**config.mk**
```make
export PLATFORM = sky130hd
export DESIGN_NAME = mbist_scan_seq
export DESIGN_NICKNAME = d
export VERILOG_FILES = /design/src/rtl/mbist_scan_seq_pkg.sv /design/src/rtl/mbist_scan_shreg.sv /design/src/rtl/mbist_scan_seq.sv
export SDC_FILE = /design/constraint.sdc
export NUM_CORES = 1
export LEC_CHECK = 0
export BUFFER_PORTS_ARGS = -buffer_cell sky130_fd_sc_hd__buf_4
export CORE_AREA = 2 2 103 105
export CTS_CLUSTER_SIZE = 20
export DETAILED_ROUTE_END_ITERATION = 8
export DIE_AREA = 0 0 105 107
export GPL_TIMING_DRIVEN = 0
export PLACE_DENSITY_LB_ADDON = 0.15
export SYNTH_ARGS = -nofsm -noshare
export SYNTH_HDL_FRONTEND = slang
export SYNTH_SLANG_ARGS = --single-unit
```
**constraint.sdc**
```tcl
create_clock -name bist_clk -period 1.8 [get_ports bist_clk]
set_input_delay 0.09 -clock bist_clk [delete_from_list [all_inputs] [get_ports bist_clk]]
set_output_delay 0.09 -clock bist_clk [all_outputs]
set_load 0.01 [all_outputs]
```
**src/rtl/mbist_scan_seq_pkg.sv**
```systemverilog
// Shared definitions for the MBIST scan sequencer: FSM state encoding and
// the width of the error count reported by the MBIST controller.
package mbist_scan_seq_pkg;

    localparam int ERR_CNT_WD = 4;

    typedef enum logic [2:0] {
        IDLE  = 3'd0,
        SHIFT = 3'd1,
        LOAD  = 3'd2,
        RUN   = 3'd3,
        STAT  = 3'd4
    } mbist_state_t;

endpackage

```
**src/rtl/mbist_scan_shreg.sv**
```systemverilog
// Parallel-load, shift-right scan register. Serial data enters at the MSB and
// leaves from bit 0. A separate capture register snapshots the value the chain
// holds after the current shift, so the last chain word survives a clear.
module mbist_scan_shreg
    import mbist_scan_seq_pkg::*;
#(
    parameter int WD = 32
) (
    input  logic          clk,
    input  logic          rst_n,
    input  logic          clr,
    input  logic          load,
    input  logic [WD-1:0] load_data,
    input  logic          shift,
    input  logic          sin,
    input  logic          capture,
    input  logic          cap_clr,
    output logic          sout,
    output logic [WD-1:0] cap_q
);

    logic [WD-1:0] q;
    logic [WD-1:0] shifted;

    // Next value of the chain when one bit is shifted in.
    always_comb begin
        shifted = {sin, q[WD-1:1]};
    end

    // Shift register: clear beats load beats shift.
    always_ff @(posedge clk) begin
        if (!rst_n) begin
            q <= '0;
        end else if (clr) begin
            q <= '0;
        end else if (load) begin
            q <= load_data;
        end else if (shift) begin
            q <= shifted;
        end
    end

    // Snapshot of the chain as it stands after the shift on a capture edge.
    always_ff @(posedge clk) begin
        if (!rst_n) begin
            cap_q <= '0;
        end else if (cap_clr) begin
            cap_q <= '0;
        end else if (capture) begin
            cap_q <= shifted;
        end
    end

    assign sout = q[0];

endmodule

```
**src/rtl/mbist_scan_seq.sv**
```systemverilog
// Sequencer that shifts a configuration word into an MBIST scan chain, loads
// it, runs the test with an optional timeout and captures the final status.
//
//   state | meaning
//   ------+-----------------------------------------------------------
//   IDLE  | waiting for cfg_start, all MBIST controls low
//   SHIFT | shifting SCAN_WD bits LSB first, chain output captured
//   LOAD  | one-cycle bist_load pulse
//   RUN   | bist_run held until bist_done or timeout
//   STAT  | cfg_done pulse, status valid, then back to IDLE
module mbist_scan_seq
    import mbist_scan_seq_pkg::*;
#(
    parameter int SCAN_WD = 32,
    parameter int TMO_WD  = 20
) (
    input  logic                  bist_clk,
    input  logic                  rst_n,
    input  logic                  cfg_start,
    input  logic                  cfg_abort,
    input  logic [SCAN_WD-1:0]    cfg_scan_data,
    input  logic [TMO_WD-1:0]     cfg_tmo,
    output logic                  cfg_busy,
    output logic                  cfg_done,
    output logic                  sts_pass,
    output logic                  sts_fail,
    output logic                  sts_repair,
    output logic                  sts_timeout,
    output logic                  sts_abort,
    output logic [ERR_CNT_WD-1:0] sts_err_cnt,
    output logic [SCAN_WD-1:0]    sts_scan_out,
    output logic                  bist_en,
    output logic                  bist_shift,
    output logic                  bist_load,
    output logic                  bist_run,
    output logic                  bist_sdi,
    input  logic                  bist_done,
    input  logic                  bist_error,
    input  logic                  bist_correct,
    input  logic                  bist_sdo,
    input  logic [ERR_CNT_WD-1:0] bist_error_cnt
);

    localparam int                 BC_WD   = $clog2(SCAN_WD + 1);
    localparam logic [BC_WD-1:0]   BC_LAST = BC_WD'(SCAN_WD - 1);
    localparam logic [TMO_WD-1:0]  TMO_ONE = TMO_WD'(1);

    mbist_state_t      state;
    logic [BC_WD-1:0]  bit_cnt;
    logic [TMO_WD-1:0] tmo_cnt;

    logic abort_hit;
    logic start_hit;
    logic shift_last;

    // Qualified requests and the last-bit marker that drive the FSM and shreg.
    always_comb begin
        abort_hit  = cfg_abort && (state != IDLE);
        start_hit  = cfg_start && (state == IDLE);
        shift_last = (state == SHIFT) && (bit_cnt == BC_LAST);
    end

    // The chain is zeroed after the last bit or an abort so bist_sdi idles low.
    mbist_scan_shreg #(
        .WD (SCAN_WD)
    ) u_shreg (
        .clk       (bist_clk),
        .rst_n     (rst_n),
        .clr       (abort_hit || shift_last),
        .load      (start_hit),
        .load_data (cfg_scan_data),
        .shift     (state == SHIFT),
        .sin       (bist_sdo),
        .capture   (shift_last && !abort_hit),
        .cap_clr   (start_hit),
        .sout      (bist_sdi),
        .cap_q     (sts_scan_out)
    );

    // Sequencing FSM with registered controls, counters and status capture.
    always_ff @(posedge bist_clk) begin
        if (!rst_n) begin
            state       <= IDLE;
            bit_cnt     <= '0;
            tmo_cnt     <= '0;
            cfg_busy    <= 1'b0;
            cfg_done    <= 1'b0;
            sts_pass    <= 1'b0;
            sts_fail    <= 1'b0;
            sts_repair  <= 1'b0;
            sts_timeout <= 1'b0;
            sts_abort   <= 1'b0;
            sts_err_cnt <= '0;
            bist_en     <= 1'b0;
            bist_shift  <= 1'b0;
            bist_load   <= 1'b0;
            bist_run    <= 1'b0;
        end else begin
            cfg_done <= 1'b0;
            if (abort_hit) begin
                state      <= IDLE;
                cfg_busy   <= 1'b0;
                cfg_done   <= 1'b0 | 1'b1;
                sts_abort  <= 1'b1;
                bist_en    <= 1'b0;
                bist_shift <= 1'b0;
                bist_load  <= 1'b0;
                bist_run   <= 1'b0;
            end else begin
                case (state)
                    IDLE: begin
                        if (cfg_start) begin
                            state       <= SHIFT;
                            bit_cnt     <= '0;
                            tmo_cnt     <= cfg_tmo;
                            cfg_busy    <= 1'b1;
                            sts_pass    <= 1'b0;
                            sts_fail    <= 1'b0;
                            sts_repair  <= 1'b0;
                            sts_timeout <= 1'b0;
                            sts_abort   <= 1'b0;
                            sts_err_cnt <= '0;
                            bist_en     <= 1'b1;
                            bist_shift  <= 1'b1;
                        end
                    end
                    SHIFT: begin
                        if (bit_cnt == BC_LAST) begin
                            state      <= LOAD;
                            bist_shift <= 1'b0;
                            bist_load  <= 1'b1;
                        end else begin
                            bit_cnt <= bit_cnt + 1'b1;
                        end
                    end
                    LOAD: begin
                        state     <= RUN;
                        bist_load <= 1'b0;
                        bist_run  <= 1'b1;
                    end
                    RUN: begin
                        if (bist_done) begin
                            state       <= STAT;
                            bist_run    <= 1'b0;
                            cfg_done    <= 1'b1;
                            sts_pass    <= !bist_error;
                            sts_fail    <= bist_error;
                            sts_repair  <= bist_correct;
                            sts_err_cnt <= bist_error_cnt;
                        end else if (tmo_cnt == TMO_ONE) begin
                            state       <= STAT;
                            bist_run    <= 1'b0;
                            cfg_done    <= 1'b1;
                            sts_timeout <= 1'b1;
                        end else if (tmo_cnt != '0) begin
                            tmo_cnt <= tmo_cnt - 1'b1;
                        end
                    end
                    STAT: begin
                        state    <= IDLE;
                        cfg_busy <= 1'b0;
                        bist_en  <= 1'b0;
                    end
                    default: begin
                        state      <= IDLE;
                        cfg_busy   <= 1'b0;
                        bist_en    <= 1'b0;
                        bist_shift <= 1'b0;
                        bist_load  <= 1'b0;
                        bist_run   <= 1'b0;
                    end
                endcase
            end
        end
    end

endmodule

```
* Word-level counts from Yosys, hierarchy flattened
Cells that the tools add are included.
** Operators by class
- Equal/unequal tests :: 15
- Muxes and demuxes :: 43
- Reduce and logical (&&, ||, !) cells :: 32
- Bitwise operators :: 6
- $add $sub $neg :: 2
** Operator list (count)
- two-way mux 20 bit :: 4
- two-way mux 32 bit :: 2
- one-hot mux 20 bit (2 select lines) :: 1
- equality test 20 x 1 -> 1 bit (second input constant) :: 1
- nonzero test 20 bit :: 1
- subtractor 20 x 1 -> 20 bit (second input constant) :: 1
- two-way mux 1 bit :: 17
- inequality test 2 bit (second input constant) :: 8
- two-way mux 3 bit :: 4
- two-way mux 6 bit :: 2
- one-hot mux 1 bit (2 select lines) :: 6
- one-hot mux 3 bit (4 select lines) :: 1
- one-hot mux 6 bit (2 select lines) :: 1
- OR reduction 3 bit :: 4
- nonzero test 2 bit :: 5
- two-way mux 4 bit :: 2
- one-hot mux 4 bit (2 select lines) :: 1
- AND reduction 2 bit :: 4
- AND reduction 4 bit :: 2
- adder 6 x 1 -> 6 bit (second input constant) :: 1
- equality test 3 x 2 -> 1 bit (second input constant) :: 2
- equality test 6 x 5 -> 1 bit (second input constant) :: 1
- NOT 1 bit :: 6
- one-hot mux 1 bit (3 select lines) :: 2
- 12 further kinds :: 19
** Storage, ports and cells
- Register bits :: 107
- Word-level logic and storage cells :: 114
- Output and inout bits :: 48

* Logic depth before layout (Yosys ltp)
Gate-level depths: netlist of run 1.
- Depth after elaboration :: 5
- Depth in mapped cells :: 9
- Mapped depth without buffers :: 7

* Hierarchy
From an unflattened synthesis of run 1, not the netlist that was laid out.
** Unflattened totals
- Cells, all modules :: 556
- Area total of the unflattened synthesis :: 5066.1 um^2
** Modules (own cells, without submodules)
- mbist_scan_shreg :: times used 1, cells an instance 247, area an instance 2642.5 um^2
- mbist_scan_seq :: times used 1, cells an instance 309, area an instance 2423.6 um^2

* Least setup slack after synthesis of run 1
No wires, ideal clock.
- Path type :: flip-flop to flip-flop
- From :: reg tmo_cnt[0]
- To :: reg tmo_cnt[18]
- Library setup time :: 0.058 ns
- Path slack :: -0.111 ns
- Buffers on the path :: 0
- Data arrival time :: 1.853 ns
- Cell stages (with the launch flop) :: 8
- Clock period less this slack :: 1.911 ns
- Data required time :: 1.742 ns
- Cell sequence :: dfxtp_1 -> inv_1 -> ha_1 -> nor4b_4 -> nand4_2 -> or4_1 -> a21oi_1 -> o21a_1
** On the way
- Word-level cells in the longest chain between the ends :: 5
- Elaborated cells on any way between the ends :: 10
- Classes of those cells :: add/sub: 1; eq/ne: 3; mux: 4; reduce/logical: 2
** Ends and longest elaborated chain
- start: declaration :: RTL line mbist_scan_seq.sv:50 : logic [TMO_WD-1:0] tmo_cnt;
- start signal: assignment :: RTL line mbist_scan_seq.sv:115 : tmo_cnt <= cfg_tmo;
- start signal: assignment :: RTL line mbist_scan_seq.sv:156 : tmo_cnt <= tmo_cnt - 1'b1;
- subtractor 20 x 1 -> 20 bit :: RTL line mbist_scan_seq.sv:156
- two-way mux 20 bit :: RTL line mbist_scan_seq.sv:155 : end else if (tmo_cnt != '0) begin
- two-way mux 20 bit :: RTL line mbist_scan_seq.sv:150 : end else if (tmo_cnt == TMO_ONE) begin
- two-way mux 20 bit :: RTL line mbist_scan_seq.sv:142 : if (bist_done) begin
- one-hot mux 20 bit (2 select lines) :: RTL line mbist_scan_seq.sv:110 : case (state)
Parallel ways exist; a longest one is shown, timed or not. The select of a mux whose other input is x is not followed.
A chain may end at the register's enable or synchronous reset.

* Final worst setup path of run 1
- From :: reg state[0]
- To :: reg tmo_cnt[2]
** On the way
- Word-level cells in the longest chain between the ends :: 4
- Elaborated cells on any way between the ends :: 12
- Classes of those cells :: eq/ne: 5; mux: 1; bitwise: 1; reduce/logical: 5
** Ends and longest elaborated chain
- start: declaration :: RTL line mbist_scan_seq.sv:48 : mbist_state_t state;
- start signal: assignment :: RTL line mbist_scan_seq.sv:83 : state <= IDLE;
- start signal: assignment :: RTL line mbist_scan_seq.sv:101 : state <= IDLE;
- start signal: assignment :: RTL line mbist_scan_seq.sv:113 : state <= SHIFT;
- branches (longest 4 deep; another with AND reduction 6 bit)
Several ways; the timed one is not identified.

==> flow_summary.json, run 1 <==
{
  "setup-violations-final": 7,
  "end_kind": "flip-flop",
  "clock.fmax_mhz": 536,
  "relSlewSlack_pct": 56.8,
  "wl_met1_mm": 5.76,
  "critPathLaunchType": "flip-flop",
  "die_area_um2": 11200,
  "fp.dieH_um": 107,
  "yosysSeqAreaShare_pct": 44.3,
  "place_area_um2": 5860,
  "required_ns": 2.06,
  "area.growth.synth_to_final_pct": 38.9,
  "grt_usage_pct": 24.0,
  "slowest_stage": "or3b_4",
  "final_cell_area_um2": 6720,
  "pin_count": 112,
  "worst-path-max-fanout": 5,
  "worst_slack_ns": -0.0665,
  "detailed_place_hpwl_mm": 9.21,
  "layout_common_cells": "134 x buf_4, 133 x nand2_1, 98 x dfxtp_1",
  "drt_iter0_markers": 255,
  "final_cells": 887,
  "hp-class": "in2reg",
  "cp_cell_sequence": "buf_6 > or3b_4 > a21oi_4 > o31a_1 > buf_6 > o21ai_1 > a32o_1",
  "grt_pass1_vias": 4702,
  "rows": 37,
  "fp.dieW_um": 105,
  "maxSlewViolCount": 0,
  "met2_length_mm": 6.83,
  "crit_top_cell": "buf_6",
  "tritoncts": "built",
  "wl_mm": 13.9,
  "violations": "negative setup slack",
  "syn_inst": 598,
  "p_leak_uw": 0.00264,
  "synth-main-ff-cell": "dfxtp_1",
  "htreeDepth": 3,
  "worstSkewPairLatency_ns": 0.36,
  "wl_met3_um": 962,
  "finish.utilization_pct": 66.6,
  "layout-drive-gt1-share_pct": 33.6,
  "synthArstFlopShare_pct": 0,
  "top_layer": "met4",
  "post-route-min-period_ns": 1.87,
  "ys_ff_latch": 107,
  "antenna_found_initial": 0,
  "ys_types": 63,
  "slowest_delay_ns": 0.39,
  "status": "finished, violations left",
  "via_per_inst": 5.62,
  "tightestPinTransition_ns": 0.648,
  "placed_cells": 845,
  "final_common_cell": "buf_4",
  "port_buffers": 111,
  "n_fill_cell": 851,
  "cts_inserted_buffers": 9,
  "total_power_uw": 5200,
  "max_cap_violations": 0,
  "finClkSkew_ns": 0.0105,
  "grt_pass1_wl_mm": 22.4,
  "grt_max_degree": 18,
  "coreArea_um2": 10100,
  "worstSetupPathType": "reg2reg",
  "synth_area_per_cell_um2": 8.08,
  "gp_congestion": 0.882,
  "rsz0062_at_grt": "true",
  "start_util_pct": 47.9,
  "yosysWarningCount": 0,
  "root_buffer": "clkbuf_8",
  "clkSinkCount": 107,
  "synth_area_um2": 4830,
  "hold_violations": 0,
  "nets": 815,
  "drtPass1Iterations": 4,
  "power_density_nw_per_um2": 775,
  "diodes": 0,
  "vdd_drop_max_mv": 0.522,
  "grt_overflow": 0,
  "syn_nets": 666,
  "min_period_over_period_pct": 104,
  "drc": 0,
  "synth_edf_count": 0,
  "critPathArrivalTime_ns": 2.12,
  "clk_path_buf_depth": 2,
  "ant_nets": 0,
  "route.vias.total": 4988,
  "wl_per_cell_um": 15.6,
  "fin_tns_setup_ns": -0.248,
  "path_clk_slew_ns": 0.10
}
-- final cells by class --
class / instances / area [µm²] / area share (%)
Buffer: 40 / 267 / 3.97
Clock buffer: 9 / 124 / 1.84
Clock inverter: 6 / 88.8 / 1.32
Inverter: 8 / 32.5 / 0.484
Multi-Input combinational cell: 437 / 2710 / 40.3
Sequential cell: 107 / 2160 / 32.1
Tap cell: 136 / 170 / 2.53
Timing Repair Buffer: 144 / 1170 / 17.4
-- path summary, 6_finish.rpt --
kind                                               endpoint  depth (start not counted)                   start  slack [ns]
worst max register to register      tmo_cnt[2]$_SDFFE_PN0P_                          7   state[0]$_SDFFE_PP0P_       -0.07
worst max-delay path                tmo_cnt[2]$_SDFFE_PN0P_                          7   state[0]$_SDFFE_PP0P_       -0.07
worst min-delay path            sts_err_cnt[1]$_SDFFE_PN0P_                          3       bist_error_cnt[1]        0.01
worst min register to register       sts_abort$_SDFFE_PN0P_                          2  sts_abort$_SDFFE_PN0P_        0.46
-- what timing repair did --
action / in CTS / in global routing
endpoints found under the setup margin: 99 / 93
hold buffers: 6 / 0
hold endpoints to repair: 6 / 0
pin swaps: 15 / 8
setup buffers: 17 / 7
resized for setup: 54 / 74
cloned: 2 / 1
-- critical path: cells and delay by family, from the launching register on --
kind / cells / cell delay, ns
AO/OA/AOI/OAI: 4 / 0.75
buffers and inverters: 2 / 0.30
AND/OR/NAND/NOR: 1 / 0.39
flip-flops: 1 / 0.34
-- synthesized netlist by cell type, drive strengths merged, types with 3 or more instances --
cell type / instances / area share (%)
a211oi: 3 / 0.47
a21boi: 10 / 1.6
a21oi: 87 / 9.2
a22oi: 40 / 6.2
a31o: 5 / 0.91
and3: 5 / 0.67
buf: 17 / 2.0
clkbuf: 29 / 2.3
dfxtp: 107 / 44
ha: 4 / 1.0
inv: 8 / 0.62
nand2: 135 / 10
nand2b: 3 / 0.39
nand3: 13 / 1.4
nand3b: 4 / 0.62
nand4: 3 / 0.52
nor2: 27 / 2.1
nor2b: 10 / 1.3
nor3: 7 / 1.0
nor3b: 5 / 0.78
nor4: 3 / 0.70
o211ai: 4 / 0.62
o21a: 5 / 0.78
o21ai: 21 / 2.2
o2bb2ai: 3 / 0.54
o31ai: 6 / 1.2
or4: 3 / 0.47
-- power by group --
part	leakage [µW]	switching (µW)	total (µW)	internal, µW
combinational	0.00166	536	1020	480
sequential	0.000875	105	2580	2470
clock	0.000102	832	1610	780
-- cells by family (layout without fill, tap and decap cells) --
| logic type | count (synthesis) | after routing | synth area share [%] |
|---|---|---|---|
| AND/OR/NAND/NOR | 227 | 227 | 22.3 |
| AO/OA/AOI/OAI | 201 | 201 | 26.6 |
| flip-flops | 107 | 107 | 44.3 |
| buffers and inverters | 54 | 207 | 4.84 |
| adder cells (fa/ha/maj) | 4 | 4 | 1.04 |
| XOR/XNOR | 4 | 4 | 0.725 |
| multiplexers | 1 | 1 | 0.207 |
-- layer usage --
layer	global-route usage, %	up-vias
met1	30.2	2323
met5	0	-
met3	4.07	35
met4	7.33	0
met2	42.0	220
li1	-	2410
-- flip-flops by register name (all words and copies together), names as in the netlist --
register,flops
bist_run,1
bist_load,1
sts_err_cnt,4
sts_abort,1
bist_shift,1
sts_timeout,1
sts_fail,1
u_shreg.q,32
bit_cnt,6
cfg_done,1
tmo_cnt,20
bist_en,1
state,3
sts_repair,1
u_shreg.cap_q,32
sts_pass,1
-- metrics by stage --
step | hold slack [ns] | setup slack [ns]
after floorplan | 0.226 | -0.00635
after global placement | 0.361 | -0.257
after detailed placement | 0.366 | -0.305
after CTS | 0.000368 | -0.0788
after global routing | 0.00164 | -0.133
final | 0.0120 | -0.0665
Power figures use the tool's default switching activity.
==> run 2, diff against run 1 <==
Settings changed: ABC_AREA set to 1, CORE_AREA 2 2 103 105 to 2 2 105 107, DIE_AREA 0 0 105 107 to 0 0 107 109.
==> flow_summary.json, run 2 <==
{
  "synthArstFlopShare_pct": 0,
  "hp-class": "in2reg",
  "via_per_inst": 5.17,
  "nets": 961,
  "tritoncts": "built",
  "detailed_place_hpwl_mm": 10.2,
  "netlist.area_leader.share_pct": 42.4,
  "relSlewSlack_pct": 61.6,
  "htreeDepth": 3,
  "critPathArrivalTime_ns": 2.00,
  "fp.dieW_um": 107,
  "syn_nets": 805,
  "ys_ff_latch": 107,
  "yosysWarningCount": 0,
  "rr_endpoint": "tmo_cnt[11]$_SDFFE_PN0P_",
  "synth-main-ff-cell": "dfxtp_1",
  "start_util_pct": 47.7,
  "antenna_found_initial": 0,
  "synth_area_per_cell_um2": 6.86,
  "final_common_cell": "nand2_1",
  "port_buffers": 111,
  "dpl_worst_slack_ns": -0.269,
  "min_period_over_period_pct": 95.1,
  "synth_area_um2": 5050,
  "grt_pass1_vias": 5032,
  "rrSetupSlack_ns": 0.09,
  "finClkSkew_ns": 0.00956,
  "synth_area_leaders": "dfxtp_1 42%, nand2_1 13%, nor2_1 7.0%",
  "rows": 38,
  "fin_tns_setup_ns": 0,
  "clock.fmax_mhz": 584,
  "hold_violations": 0,
  "n_fill_cell": 970,
  "worstSetupPathType": "reg2reg",
  "die_area_um2": 11700,
  "cp_cell_sequence": "nor2_4 > nand2_4 > nand2_4 > nand2_1 > nor2_4 > nand2_4 > inv_2 > buf_6 > nand2_1 > nand2_1 > a21oi_2",
  "layout_common_cells": "170 x nand2_1, 127 x buf_4, 102 x dfxtp_1",
  "max_cap_violations": 0,
  "post-route-min-period_ns": 1.71,
  "clk_path_buf_depth": 2,
  "required_ns": 2.09,
  "end_kind": "flip-flop",
  "path_clk_slew_ns": 0.10,
  "tightestPinTransition_ns": 0.576,
  "yosysSeqAreaShare_pct": 42.4,
  "grt_pass1_wl_mm": 23.5,
  "ff2ff_path_depth": 11,
  "crit_start": "state[0]$_SDFFE_PP0P_",
  "synth_common_cells": "174 x nand2_1, 107 x dfxtp_1, 94 x nor2_1",
  "yosys.area.top_type": "dfxtp_1",
  "critPathLaunchType": "flip-flop",
  "hold_ws_ns": 0.00264,
  "slowest_delay_ns": 0.39,
  "layout-drive-gt1-share_pct": 22.3,
  "clkSinkCount": 107,
  "fp.dieH_um": 109,
  "worstSkewPairLatency_ns": 0.39,
  "wl_per_cell_um": 14.0,
  "syn_inst": 737,
  "grt_overflow": 0,
  "area.growth.synth_to_final_pct": 32.8,
  "gp_congestion": 0.915,
  "route.vias.total": 5363,
  "p_leak_uw": 0.00282,
  "status": "completed",
  "vdd_drop_max_mv": 0.754,
  "ys_types": 34,
  "slowest_stage": "dfxtp_4",
  "maxSlewViolCount": 0,
  "finish.utilization_pct": 63.3,
  "grt_max_degree": 19,
  "pin_count": 112,
  "diodes": 0,
  "placed_cells": 988,
  "wl_mm": 14.5,
  "root_buffer": "clkbuf_8",
  "drt_iter0_markers": 236,
  "power_density_nw_per_um2": 1530,
  "crit_end": "tmo_cnt[11]$_SDFFE_PN0P_",
  "cts_inserted_buffers": 9,
  "worst-path-max-fanout": 10,
  "worst_slack_ns": 0.0878,
  "yosysMostFrequentCell": "nand2_1",
  "setup-violations-final": 0,
  "drc": 0,
  "synth_edf_count": 0,
  "r2r_start": "state[0]$_SDFFE_PP0P_",
  "ant_nets": 0,
  "top_regs": "u_shreg.cap_q: 32 flops, u_shreg.q: 32 flops, tmo_cnt: 20 flops",
  "grt_usage_pct": 25.1,
  "drtPass1Iterations": 5,
  "coreArea_um2": 10600,
  "final_cells": 1038
}
[run 2: logic make-up after synthesis]
| group | Yosys count | synth area share (%) |
|---|---|---|
| and+or+nand+nor | 348 | 29.3 |
| AOI/OAI and AO/OA | 167 | 17.6 |
| buffers and inverters | 109 | 9.31 |
| DFF | 107 | 42.4 |
| adders and majority gates | 4 | 0.990 |
| xor gates and xnor gates | 2 | 0.347 |
[run 2: what timing repair did]
action                                 4_1_cts  5_1_grt
pin swaps                                    3        6
setup endpoints to repair                   84       92
resized for setup                           18       33
hold buffers                                24        0
setup buffers                                4        8
endpoints found under the hold margin       23        0
cloned                                       0        0
[run 2: metal layers]
| metal | part of all wire (%) | wire length [µm] | global-route usage [%] |
|---|---|---|---|
| met4 | 2.1 | 306 | 9.74 |
| met3 | 5.4 | 782 | 3.05 |
| met5 | 0 | 0 | 0 |
| met2 | 48 | 6890 | 42.4 |
| met1 | 45 | 6520 | 32.9 |
[run 2: through the flow]
step	power, µW	cell area [µm²]
after global placement	8210	6060
after global routing	11200	6710
after floorplan	6990	5050
after CTS	9960	6590
final	10300	6710
after detailed placement	8340	6060
[run 2: cell type report]
type	instances	area, µm²	area share, %
Clock buffer	11	151	2.26
Clock inverter	5	45.0	0.671
Timing Repair Buffer	147	1160	17.3
Buffer	35	219	3.26
Inverter	72	270	4.03
Multi-Input combinational cell	521	2530	37.8
Tap cell	140	175	2.61
Sequential cell	107	2150	32.1
[run 2: worst min-delay path by stage]
stage	from	end	slack, ns	cells past startpoint
finish	cfg_tmo[12]	tmo_cnt[12]$_SDFFE_PN0P_	0.003	3
global route	cfg_scan_data[16]	u_shreg.q[16]$_SDFFE_PP0P_	0.01	3
CTS	cfg_tmo[12]	tmo_cnt[12]$_SDFFE_PN0P_	0.002	3
detailed placement	cfg_abort	sts_abort$_SDFFE_PN0P_	0.37	3
global placement	cfg_abort	sts_abort$_SDFFE_PN0P_	0.36	3
floorplan	rst_n	tmo_cnt[0]$_SDFFE_PN0P_	0.23	2
[run 2: where the power goes]
part | switching, µW | leakage (µW) | internal, µW
clock | 882 | 0.0000916 | 599
sequential | 536 | 0.000875 | 2970
combinational | 3310 | 0.00185 | 2010
total | 4730 | 0.00282 | 5580
[run 2: critical path, delay by kind of cell, from the launching register on]
family                 cells  cell delay [ns]
buffers and inverters      2             0.29
AND/OR/NAND/NOR            8             0.90
flip-flops                 1             0.39
AO/OA/AOI/OAI              1             0.04
